### src/rtl/operand_collector.sv
// Operand collector: pops register indices from the FIFO head, reads the register file,
// and packs NUM_OPS operands into one bundle handed to the MAC unit over valid/ready.
module operand_collector #(
   parameter int DATA_WIDTH = 16,
   parameter int REG_IDX_W  = 4,
   parameter int NUM_OPS    = 3,
   parameter int CNT_W      = 16
) (
   input  logic                          clk,
   input  logic                          reset,
   input  logic                          fifo_empty,
   input  logic [REG_IDX_W-1:0]          fifo_rd_idx,
   output logic                          fifo_read_en,
   output logic                          rf_rd_en,
   output logic [REG_IDX_W-1:0]          rf_rd_addr,
   input  logic [DATA_WIDTH-1:0]         rf_rd_data,
   output logic                          op_valid,
   input  logic                          op_ready,
   output logic [NUM_OPS*DATA_WIDTH-1:0] op_bundle,
   output logic                          busy,
   output logic [CNT_W-1:0]              bundles_issued
);

   localparam int CW = $clog2(NUM_OPS + 1);

   typedef enum logic [1:0] {COLLECT, DRAIN, ISSUE} state_t;

   state_t                state;
   logic [CW-1:0]         pop_cnt;
   logic [CW-1:0]         cap_cnt;
   logic                  rd_pending;
   logic [DATA_WIDTH-1:0] slot [NUM_OPS];
   logic                  pop;

   // Pop is gated by reset so nothing leaves the FIFO while the block is being cleared.
   assign pop          = !reset && (state == COLLECT) && !fifo_empty;
   assign fifo_read_en = pop;
   assign rf_rd_en     = pop;
   assign rf_rd_addr   = pop ? fifo_rd_idx : '0;
   assign busy         = (pop_cnt != '0) | op_valid;

   for (genvar k = 0; k < NUM_OPS; k++) begin : g_pack
      assign op_bundle[k*DATA_WIDTH +: DATA_WIDTH] = slot[k];
   end

   always_ff @(posedge clk) begin
      if (reset) begin
         state          <= COLLECT;
         pop_cnt        <= '0;
         cap_cnt        <= '0;
         rd_pending     <= 1'b0;
         op_valid       <= 1'b0;
         bundles_issued <= '0;
         for (int k = 0; k < NUM_OPS; k++) slot[k] <= '0;
      end else begin
         rd_pending <= pop;
         // Read data lands one cycle after its pop, so capture order follows pop order.
         if (rd_pending) begin
            for (int k = 0; k < NUM_OPS; k++)
               if (cap_cnt == CW'(k)) slot[k] <= rf_rd_data;
            cap_cnt <= cap_cnt + 1'b1;
         end
         case (state)
            COLLECT: begin
               if (pop) begin
                  pop_cnt <= pop_cnt + 1'b1;
                  if (pop_cnt == CW'(NUM_OPS - 1)) state <= DRAIN;
               end
            end
            DRAIN: begin
               state    <= ISSUE;
               op_valid <= 1'b1;
            end
            ISSUE: begin
               if (op_ready) begin
                  bundles_issued <= bundles_issued + 1'b1;
                  pop_cnt        <= '0;
                  cap_cnt        <= '0;
                  op_valid       <= 1'b0;
                  state          <= COLLECT;
               end
            end
            default: state <= COLLECT;
         endcase
      end
   end

endmodule

### config.mk
export PLATFORM = sky130hd
export DESIGN_NAME = operand_collector
export DESIGN_NICKNAME = d
export VERILOG_FILES = /design/src/rtl/operand_collector.sv
export SDC_FILE = /design/constraint.sdc
export NUM_CORES = 1
export LEC_CHECK = 0
export CAP_MARGIN = 15
export CORE_ASPECT_RATIO = 1.5
export CORE_MARGIN = 2
export CORE_UTILIZATION = 44
export CTS_BUF_LIST = sky130_fd_sc_hd__clkbuf_16
export DETAILED_ROUTE_END_ITERATION = 12
export PLACE_DENSITY = 0.8
export SLEW_MARGIN = 10
export SYNTH_ARGS = -nofsm -noshare
export SYNTH_HDL_FRONTEND = slang
export SYNTH_SLANG_ARGS = --single-unit
### constraint.sdc
create_clock -name clk -period 1.9 [get_ports clk]
set_input_delay 0.285 -clock clk [delete_from_list [all_inputs] [get_ports clk]]
set_output_delay 0.285 -clock clk [all_outputs]
set_load 0.01 [all_outputs]
==> Word level (Yosys, flattened, before mapping) <==
Memory sizes are Yosys's and may differ from the RTL's.
Cells that the tools add are included.
{ "op_classes": {"n_addsub": 3, "eq_ne": 8, "n_mux": 29, "n_bitwise": 4, "reduce_logical": 13} }
{ "ops": {"columns": ["op", "n"], "rows": [
  ["16-bit two-way mux", 3],
  ["16-bit by 1-bit adder with 16-bit output, second input constant", 1],
  ["1-bit two-way mux", 15],
  ["2-bit two-way mux", 7],
  ["2-bit == test, second input constant", 3],
  ["2-bit case mux with 3 select lines", 1],
  ["3-bit AND reduction", 2],
  ["2-bit nonzero test", 3],
  ["2-bit by 1-bit adder with 2-bit output, second input constant", 2],
  ["2-bit by 1-bit == test with 1-bit output, second input constant", 2],
  ["2-bit zero test", 2],
  ["4-bit two-way mux", 1],
  ["2-bit != test, second input constant", 2],
  ["1-bit OR", 4],
  ["2-bit case mux with 2 select lines", 1],
  ["2-bit AND reduction", 2],
  ["1-bit logical AND", 2],
  ["1-bit zero test", 2],
  ["2-bit by 1-bit != test with 1-bit output, second input constant", 1],
  ["1-bit case mux with 2 select lines", 1]
]} }
{ "totals": {"register_bits": 24, "ramBits": 48, "inputBits": 24, "output_inout_bits": 72, "word_cells": 64, "mem_count": 1} }
{ "memory_table": {"columns": ["name", "depth", "word_bits", "rd", "rd_clocked_by_memory_dff", "wr", "line_no", "text"], "rows": [
  ["slot", 3, 16, 3, 0, 3, "32", "logic [DATA_WIDTH-1:0] slot [NUM_OPS];"]
]} }

==> Longest topological paths before layout <==
Gate-level depths: netlist of the first run.
{ "depth": {"ltp_word": 6, "mapped_depth": 6, "ltp_nobuf": 5} }

==> Worst setup path after synthesis of the first run <==
Ideal clock, no wire load.
{ "synth_timing": {"kind": "in2out", "start": "input reset", "end": "output rf_rd_addr[0]", "t_arrival_ns": 1.621, "t_required_ns": 1.615, "setup_slack_ns": -0.006, "path_stages": 3, "cell_sequence": "buf_2 > nor4_1 > and2_1"} }
{ "synth_via": {"elab_chain_len": 4} }
{ "synth_rtl": {"columns": ["item", "line_no", "text"], "rows": [
  ["from (decl)", "10", "input logic reset,"],
  ["1-bit zero test", "36", "assign pop = !reset && (state == COLLECT) && !fifo_empty;"],
  ["1-bit logical AND (2 in series)", "36", null],
  ["named net fifo_read_en", "13", "output logic fifo_read_en,"],
  ["4-bit two-way mux", "39", "assign rf_rd_addr = pop ? fifo_rd_idx : '0;"],
  ["to (decl)", "15", "output logic [REG_IDX_W-1:0] rf_rd_addr,"]
]} }
The timed path passes the listed nets, and every way through them passes these cells.

==> Final worst setup path of the first run <==
{ "layout_timing": {"start": "register pop_cnt[0]", "end": "output busy"} }
{ "layout_via": {"elab_chain_len": 2} }
{ "layout_rtl": {"columns": ["item", "line_no", "text"], "rows": [
  ["from (decl)", "29", "logic [CW-1:0] pop_cnt;"],
  ["from (signal assigned)", "66", "pop_cnt <= pop_cnt + 1'b1;"],
  ["2-bit nonzero test", "40", "assign busy = (pop_cnt != '0) | op_valid;"],
  ["1-bit OR", "40", null],
  ["to (decl)", "20", "output logic busy,"]
]} }
No other way between the ends.

==> run_results.csv, run 1 <==
group,metric,value,unit
power,p_int,3.17,mW
critical_path,cp_cell_sequence,"inv_1, ha_1, nand2b_1, clkdlybuf4s50_1",
worst_hold_path,hold_class,"flip-flop to flip-flop",
power,pwr_density_cell,927,nW/um^2
logic_synthesis,synth.yosys.seq_area_share,70.5,%
critical_path,cp_max_fo,2,
critical_path,cpPeakStageDelay,0.53,ns
power,sw_frac_of_total,19.3,%
logic_synthesis,netlist_area,2730,sq um
floorplanning,initial_core_util,44.8,%
sta,postLayoutSetupSlackWorst,0.106,ns
sta,finalSetupViolations,0,
grt,grt_max_degree,27,
power,pwr-share-comb,8.8,%
placement,place_congestion,0.765,
sta,rsz0062_at_grt,"no",
grt,antenna_found_initial,0,
cts,cts_buffers,9,
outcome,status,"finished, final reports clean",
power,p_leak,1.61,nW
sta,hold_slack,0.491,ns
detailed_routing,drt-pass1-iter-count,4,
critical_path,worstSetupPathType,"flip-flop to output port",
grt,grt_use_total,18.1,%
critical_path,cp-start-kind,"flip-flop",
floorplanning,io-pin-count,96,
critical_path,cp.arrival,1.51,ns
detailed_routing,viasPerCell,4.95,
cts,tritoncts,"done",
logic_synthesis,synth-seq-cells,72,
power,power.switching,755,uW
sta,slew_headroom,62.3,%
sta,period_needed,1.79,ns
detailed_routing,ant_nets,0,
run,max_cap_violations,0,
critical_path,end_kind,"output port",
layout,area_growth_syn_to_layout,55.2,%
power,power,3.92,mW
critical_path,r2r-end,"slot[0][45]$_DFFE_PP_",
power,seqPwrFrac,45.1,%
power,power_frac_clock,46.1,%
sta,worst_pin_slew,0.565,ns
logic_synthesis,ys_warn_count,0,
logic_synthesis,synth_edf_count,48,
floorplanning,core-area,6090,sq um
critical_path,crit_slowest_cell,"clkdlybuf4s50_1",
cts,clk_pin_slew,0.05,ns
sta,slew_viol_final,0,
sta,max_freq,0.557,GHz
logic_synthesis,avgSynthCellArea,13.7,sq um
critical_path,startpoint,"pop_cnt[0]$_SDFFE_PP0P_",
layout,nets,344,
layout,nFillCells,445,
detailed_routing,drc_errors,0,
floorplanning,die-width,68.3,um
critical_path,crit_required,1.62,ns
grt,grt_pass1_vias,1938,
layout,final_layout_size_suffix_gt1_share,11.6,%
layout,postLayoutCoreUtil,69.5,%
critical_path,reg2reg_from,"cap_cnt[0]$_SDFF_PP0_",
detailed_routing,first_iter_violations,132,
sta,hold_viol,0,
grt,grt_pass1_wl,8980,um
cts,cts_buffer_depth,2,
cts,clk_latency,0.32,ns
logic_synthesis,syn_inst,199,
cts,root_buffer,"clkbuf_16",
sta,finalCritPeriodShare,94.4,%
placement,hpwl,3970,um
floorplanning,die_area,6850,sq um
logic_synthesis,synth.net_count,229,
logic_synthesis,yosysUniqueCellTypes,36,
critical_path,rrSetupSlack,0.21,ns
floorplanning,num_rows,35,
cts,cts_hold_buf,0,
detailed_routing,vias,1944,
power,ir_drop,0.000506,V
floorplanning,dieHeight,100,um
logic_synthesis,ys_async_sr_fraction,0,%
placement,dp_slack,-0.163,ns
sta,finClkSkew,0.00521,ns
critical_path,worstRegToRegCells,5,
sta,fin_tns_setup,0,ns
grt,grt-ovfl-total,0,
detailed_routing,wl,5730,um
cts,cts_sinks,72,
detailed_routing,wire_per_inst,14.6,um
cts,ctsHtreeMaxLevel,3,
layout,n_antenna_cell,0,
placement,portBuffers,95,
logic_synthesis,yosys_most_used_dff,"edfxtp_1",
critical_path,cp-endpoint,"busy",
placed cells by master, fill, tap and decap left out, types with 2 or more instances in the layout:
cell type / synthesis / final
and2_1: 22 / 22
buf_4: 1 / 14
clkbuf_2: 0 / 2
buf_12: 0 / 3
clkbuf_16: 0 / 10
or3_1: 3 / 3
ha_1: 6 / 6
and3_1: 2 / 2
xor2_1: 5 / 5
mux2i_1: 2 / 2
nand3_1: 5 / 5
nor4_1: 4 / 3
a21o_1: 3 / 3
bufinv_16: 0 / 2
o21ai_0: 3 / 3
nor2_1: 15 / 15
nor3_1: 6 / 6
nand4_1: 5 / 5
clkdlybuf4s50_1: 0 / 89
nand2b_1: 2 / 2
nand2_1: 7 / 7
xnor2_1: 7 / 7
edfxtp_1: 48 / 48
dfxtp_1: 24 / 24
inv_1: 4 / 5
a21oi_1: 6 / 6
dlygate4sd2_1: 0 / 4
worst max-delay path, delay by kind of cell, from the launching register on:
family | cells | cell delay [ns]
flip-flops | 1 | 0.34
buffers and inverters | 2 | 0.60
AND/OR/NAND/NOR | 1 | 0.07
adder cells (fa/ha/maj) | 1 | 0.19
power groups by stage:
stage,sequential (mW),clock [mW],combinational (mW)
floorplan,1.84,0,0.0747
CTS,1.77,1.84,0.347
detailed placement,1.80,0,0.349
global route,1.77,1.92,0.372
global placement,1.80,0,0.344
finish,1.77,1.81,0.344
flip-flops by register name, indices dropped and copies added, names as in the netlist:
signal          flops
bundles_issued     16
cap_cnt             2
op_valid            1
pop_cnt             2
rd_pending          1
slot               48
state               2
how the worst min path moves through the flow:
stage | slack [ns] | startpoint | endpoint | depth (start not counted)
floorplan | 0.36 | fifo_empty | rd_pending$_SDFF_PP0_ | 1
finish | 0.49 | bundles_issued[15]$_SDFFE_PP0P_ | bundles_issued[15]$_SDFFE_PP0P_ | 2
global placement | 0.47 | bundles_issued[15]$_SDFFE_PP0P_ | bundles_issued[15]$_SDFFE_PP0P_ | 2
global route | 0.51 | bundles_issued[15]$_SDFFE_PP0P_ | bundles_issued[15]$_SDFFE_PP0P_ | 2
detailed placement | 0.48 | bundles_issued[15]$_SDFFE_PP0P_ | bundles_issued[15]$_SDFFE_PP0P_ | 2
CTS | 0.49 | bundles_issued[15]$_SDFFE_PP0P_ | bundles_issued[15]$_SDFFE_PP0P_ | 2
what timing repair did:
item                       4_1_cts  5_1_grt
setup endpoints to repair        6       50
gates resized for setup          6        5
setup buffers                    1        0
metal layers:
metal / routed length, um / vias up / track usage [%] / part of all wire (%)
met5: 0 / - / 0 / 0
met4: 102 / 0 / 9.38 / 1.8
met3: 347 / 10 / 5.83 / 6.1
met2: 3210 / 69 / 31.8 / 56
met1: 2070 / 921 / 18.4 / 36
li1: - / 944 / - / -
through the flow:
step	cell area (sq um)	instances
floorplan	2730	199
global placement	3900	376
detailed placement	3900	376
CTS	4230	393
global route	4230	393
finish	4230	393
cell usage after synthesis, drive strengths merged (4+ instances only):
| master | n | area (sq um) |
|---|---|---|
| a21oi | 6 | 30.0 |
| xor2 | 5 | 43.8 |
| buf | 5 | 26.3 |
| nand4 | 5 | 31.3 |
| and2 | 22 | 138 |
| nor2 | 15 | 56.3 |
| nand3 | 5 | 25.0 |
| dfxtp | 24 | 480 |
| nor3 | 6 | 30.0 |
| inv | 4 | 15.0 |
| edfxtp | 48 | 1440 |
| nor4 | 4 | 25.0 |
| ha | 6 | 75.1 |
| nand2 | 7 | 26.3 |
| xnor2 | 7 | 61.3 |
cell families (layout without fill, tap and decap cells):
| kind of cell | Yosys count | after routing | synth area share, % |
|---|---|---|---|
| AND/OR/NAND/NOR | 80 | 80 | 16.9 |
| flip-flops | 72 | 72 | 70.5 |
| AO/OA/AOI/OAI | 15 | 15 | 3.35 |
| XOR/XNOR | 12 | 12 | 3.85 |
| buffers and inverters | 12 | 132 | 1.93 |
| adder cells (fa/ha/maj) | 6 | 6 | 2.75 |
| multiplexers | 2 | 2 | 0.734 |
final cells by class:
type                       instances  area, sq um  area share [%]
clock buffer                      10          250            5.91
tap                               74         92.6            2.19
inverter                           4         15.0           0.355
clock inverter                     6         81.3            1.92
sequential                        72         1920            45.4
multi-input combinational        115          769            18.2
timing repair buffer             112         1100            26.0
Note: power is estimated with default switching activity, not from simulation.
==> run 2: changes to the inputs <==
--- a/config.mk
+++ b/config.mk
@@ -12,6 +12,7 @@
 export CTS_BUF_LIST = sky130_fd_sc_hd__clkbuf_16
 export DETAILED_ROUTE_END_ITERATION = 12
 export PLACE_DENSITY = 0.8
+export SKIP_LAST_GASP = 1
 export SLEW_MARGIN = 10
 export SYNTH_ARGS = -nofsm -noshare
 export SYNTH_HDL_FRONTEND = slang
==> run_results.csv, run 2 (synthesis results as in run 1) <==
group,metric,value,unit
layout,n_antenna_cell,0,
cts,cts_sinks,72,
floorplanning,io-pin-count,96,
sta,hold_slack,0.491,ns
grt,grt_use_total,18.1,%
worst_hold_path,hold_class,"flip-flop to flip-flop",
critical_path,end_kind,"output port",
grt,grt-ovfl-total,0,
power,seqPwrFrac,45.1,%
sta,finClkSkew,0.00529,ns
detailed_routing,drt-pass1-iter-count,4,
critical_path,r2r-end,"slot[0][45]$_DFFE_PP_",
critical_path,cp_max_fo,5,
outcome,status,"finished, final reports clean",
critical_path,cp_cell_sequence,"clkdlybuf4s50_1, nor4_2, buf_4, buf_4, and2_1, dlygate4sd2_1",
sta,slew_headroom,62.3,%
grt,grt_max_degree,27,
sta,fin_tns_setup,0,ns
detailed_routing,vias,1944,
layout,layout_common_cells,"clkdlybuf4s50_1, edfxtp_1, dfxtp_1",
critical_path,cp_common_cell,"buf_4",
placement,portBuffers,95,
power,sw_frac_of_total,19.2,%
critical_path,cp.arrival,1.59,ns
sta,max_freq,0.534,GHz
floorplanning,die-width,68.3,um
critical_path,critPathTopFamily,"buffers and inverters",
cts,root_buffer,"clkbuf_16",
cts,clk_pin_slew,0.05,ns
critical_path,worstRegToRegCells,5,
critical_path,cp-start-kind,"primary input",
detailed_routing,first_iter_violations,132,
detailed_routing,wl,5730,um
grt,grt_pass1_wl,8980,um
critical_path,reg2reg_from,"cap_cnt[0]$_SDFF_PP0_",
floorplanning,die_area,6850,sq um
power,power.switching,754,uW
run,max_cap_violations,0,
detailed_routing,viasPerCell,4.95,
critical_path,cpPeakStageDelay,0.44,ns
layout,postLayoutCoreUtil,69.6,%
critical_path,critPathBufInv,4,
power,pwr_density_cell,926,nW/um^2
sta,finalCritPeriodShare,98.5,%
sta,worst_pin_slew,0.565,ns
critical_path,rrSetupSlack,0.21,ns
power,p_leak,1.62,nW
layout,largest_reg_flops,48,
cts,cts_buffer_depth,2,
critical_path,crit_slowest_cell,"clkdlybuf4s50_1",
worst_hold_path,holdPathStages,2,
floorplanning,core-area,6090,sq um
layout,final_cells,393,
power,power_frac_clock,46.1,%
layout,reg_top3,"slot: 48 flops, bundles_issued: 16 flops",
sta,finalSetupViolations,0,
sta,slew_viol_final,0,
critical_path,crit_required,1.62,ns
critical_path,worstSetupPathType,"primary input to output port",
cts,cts_buffers,9,
sta,period_needed,1.87,ns
worst_hold_path,holdPathEnd,"bundles_issued[15]$_SDFFE_PP0P_",
grt,antenna_found_initial,0,
floorplanning,initial_core_util,44.8,%
cts,ctsHtreeMaxLevel,3,
layout,area_growth_syn_to_layout,55.3,%
floorplanning,num_rows,35,
power,ir_drop,0.000505,V
power,p_int,3.17,mW
floorplanning,dieHeight,100,um
cts,tritoncts,"done",
cts,clk_latency,0.32,ns
grt,grt_pass1_vias,1938,
placement,hpwl,3970,um
layout,nets,344,
detailed_routing,ant_nets,0,
sta,rsz0062_at_grt,"yes",
layout,final_layout_size_suffix_gt1_share,11.3,%
layout,top_register,"slot",
power,pwr-share-comb,8.8,%
detailed_routing,wire_per_inst,14.6,um
layout,final_common_cell,"clkdlybuf4s50_1",
worst_hold_path,min_from,"bundles_issued[15]$_SDFFE_PP0P_",
detailed_routing,drc_errors,0,
sta,hold_viol,0,
placement,place_congestion,0.765,
placement,place_inst,376,
layout,nFillCells,445,
## run 2: cell count changes in the layout (fill, tap and decap cells not counted)
cell           change
clkbuf_2           -1
dlygate4sd2_1      +1
## run 2: layout make-up
| class | instances | area [sq um] | area share (%) |
|---|---|---|---|
| Clock inverter | 6 | 81.3 | 1.92 |
| Sequential cell | 72 | 1920 | 45.4 |
| Timing Repair Buffer | 112 | 1100 | 26.1 |
| Tap cell | 74 | 92.6 | 2.19 |
| Inverter | 4 | 15.0 | 0.355 |
| Clock buffer | 10 | 250 | 5.91 |
| Multi-Input combinational cell | 115 | 769 | 18.2 |
## run 2: stage by stage
| stage | instance area (sq um) | power [mW] | worst slack (ns) |
|---|---|---|---|
| global placement | 3900 | 2.14 | -0.133 |
| finish | 4240 | 3.92 | 0.0278 |
| CTS | 4230 | 3.96 | 0.00847 |
| detailed placement | 3900 | 2.15 | -0.163 |
| floorplan | 2730 | 1.91 | 0.259 |
| global route | 4240 | 4.07 | -0.0874 |
## run 2: power groups by stage
stage	clock, mW	combinational [mW]	sequential (mW)
after floorplan	0	0.0747	1.84
after global placement	0	0.344	1.80
after detailed placement	0	0.349	1.80
after CTS	1.84	0.347	1.77
after global routing	1.92	0.372	1.77
final	1.81	0.344	1.77
## run 2: worst max path at each step
stage,start,endpoint,slack [ns],depth (start not counted)
2_1_floorplan,bundles_issued[2]$_SDFFE_PP0P_,bundles_issued[15]$_SDFFE_PP0P_,0.26,5
3_3_place_gp,reset,slot[0][28]$_DFFE_PP_,-0.13,4
3_5_place_dp,reset,rf_rd_addr[1],-0.16,5
4_1_cts,reset,rf_rd_addr[1],0.008,6
5_1_grt,reset,rf_rd_addr[1],-0.09,6
6_report,reset,rf_rd_addr[1],0.03,6
## run 2: timing repair
action,4_1_cts,5_1_grt
hold buffers,0,0
setup buffers,1,0
gates resized for setup,6,3
endpoints found under the setup margin,6,50
## run 2: worst register-to-register path, delay by kind of cell (launching register included)
family	cells	cell delay [ns]
simple gates	3	0.79
fa+ha+maj	1	0.21
buf+inv	1	0.08
flops	1	0.36
## run 2: layer usage
| metal | track usage [%] | wire [um] | vias to the layer above |
|---|---|---|---|
| met3 | 5.83 | 345 | 10 |
| met5 | 0 | 0 | - |
| met4 | 9.38 | 102 | 0 |
| met2 | 31.8 | 3210 | 67 |
| li1 | - | - | 944 |
| met1 | 18.4 | 2070 | 923 |
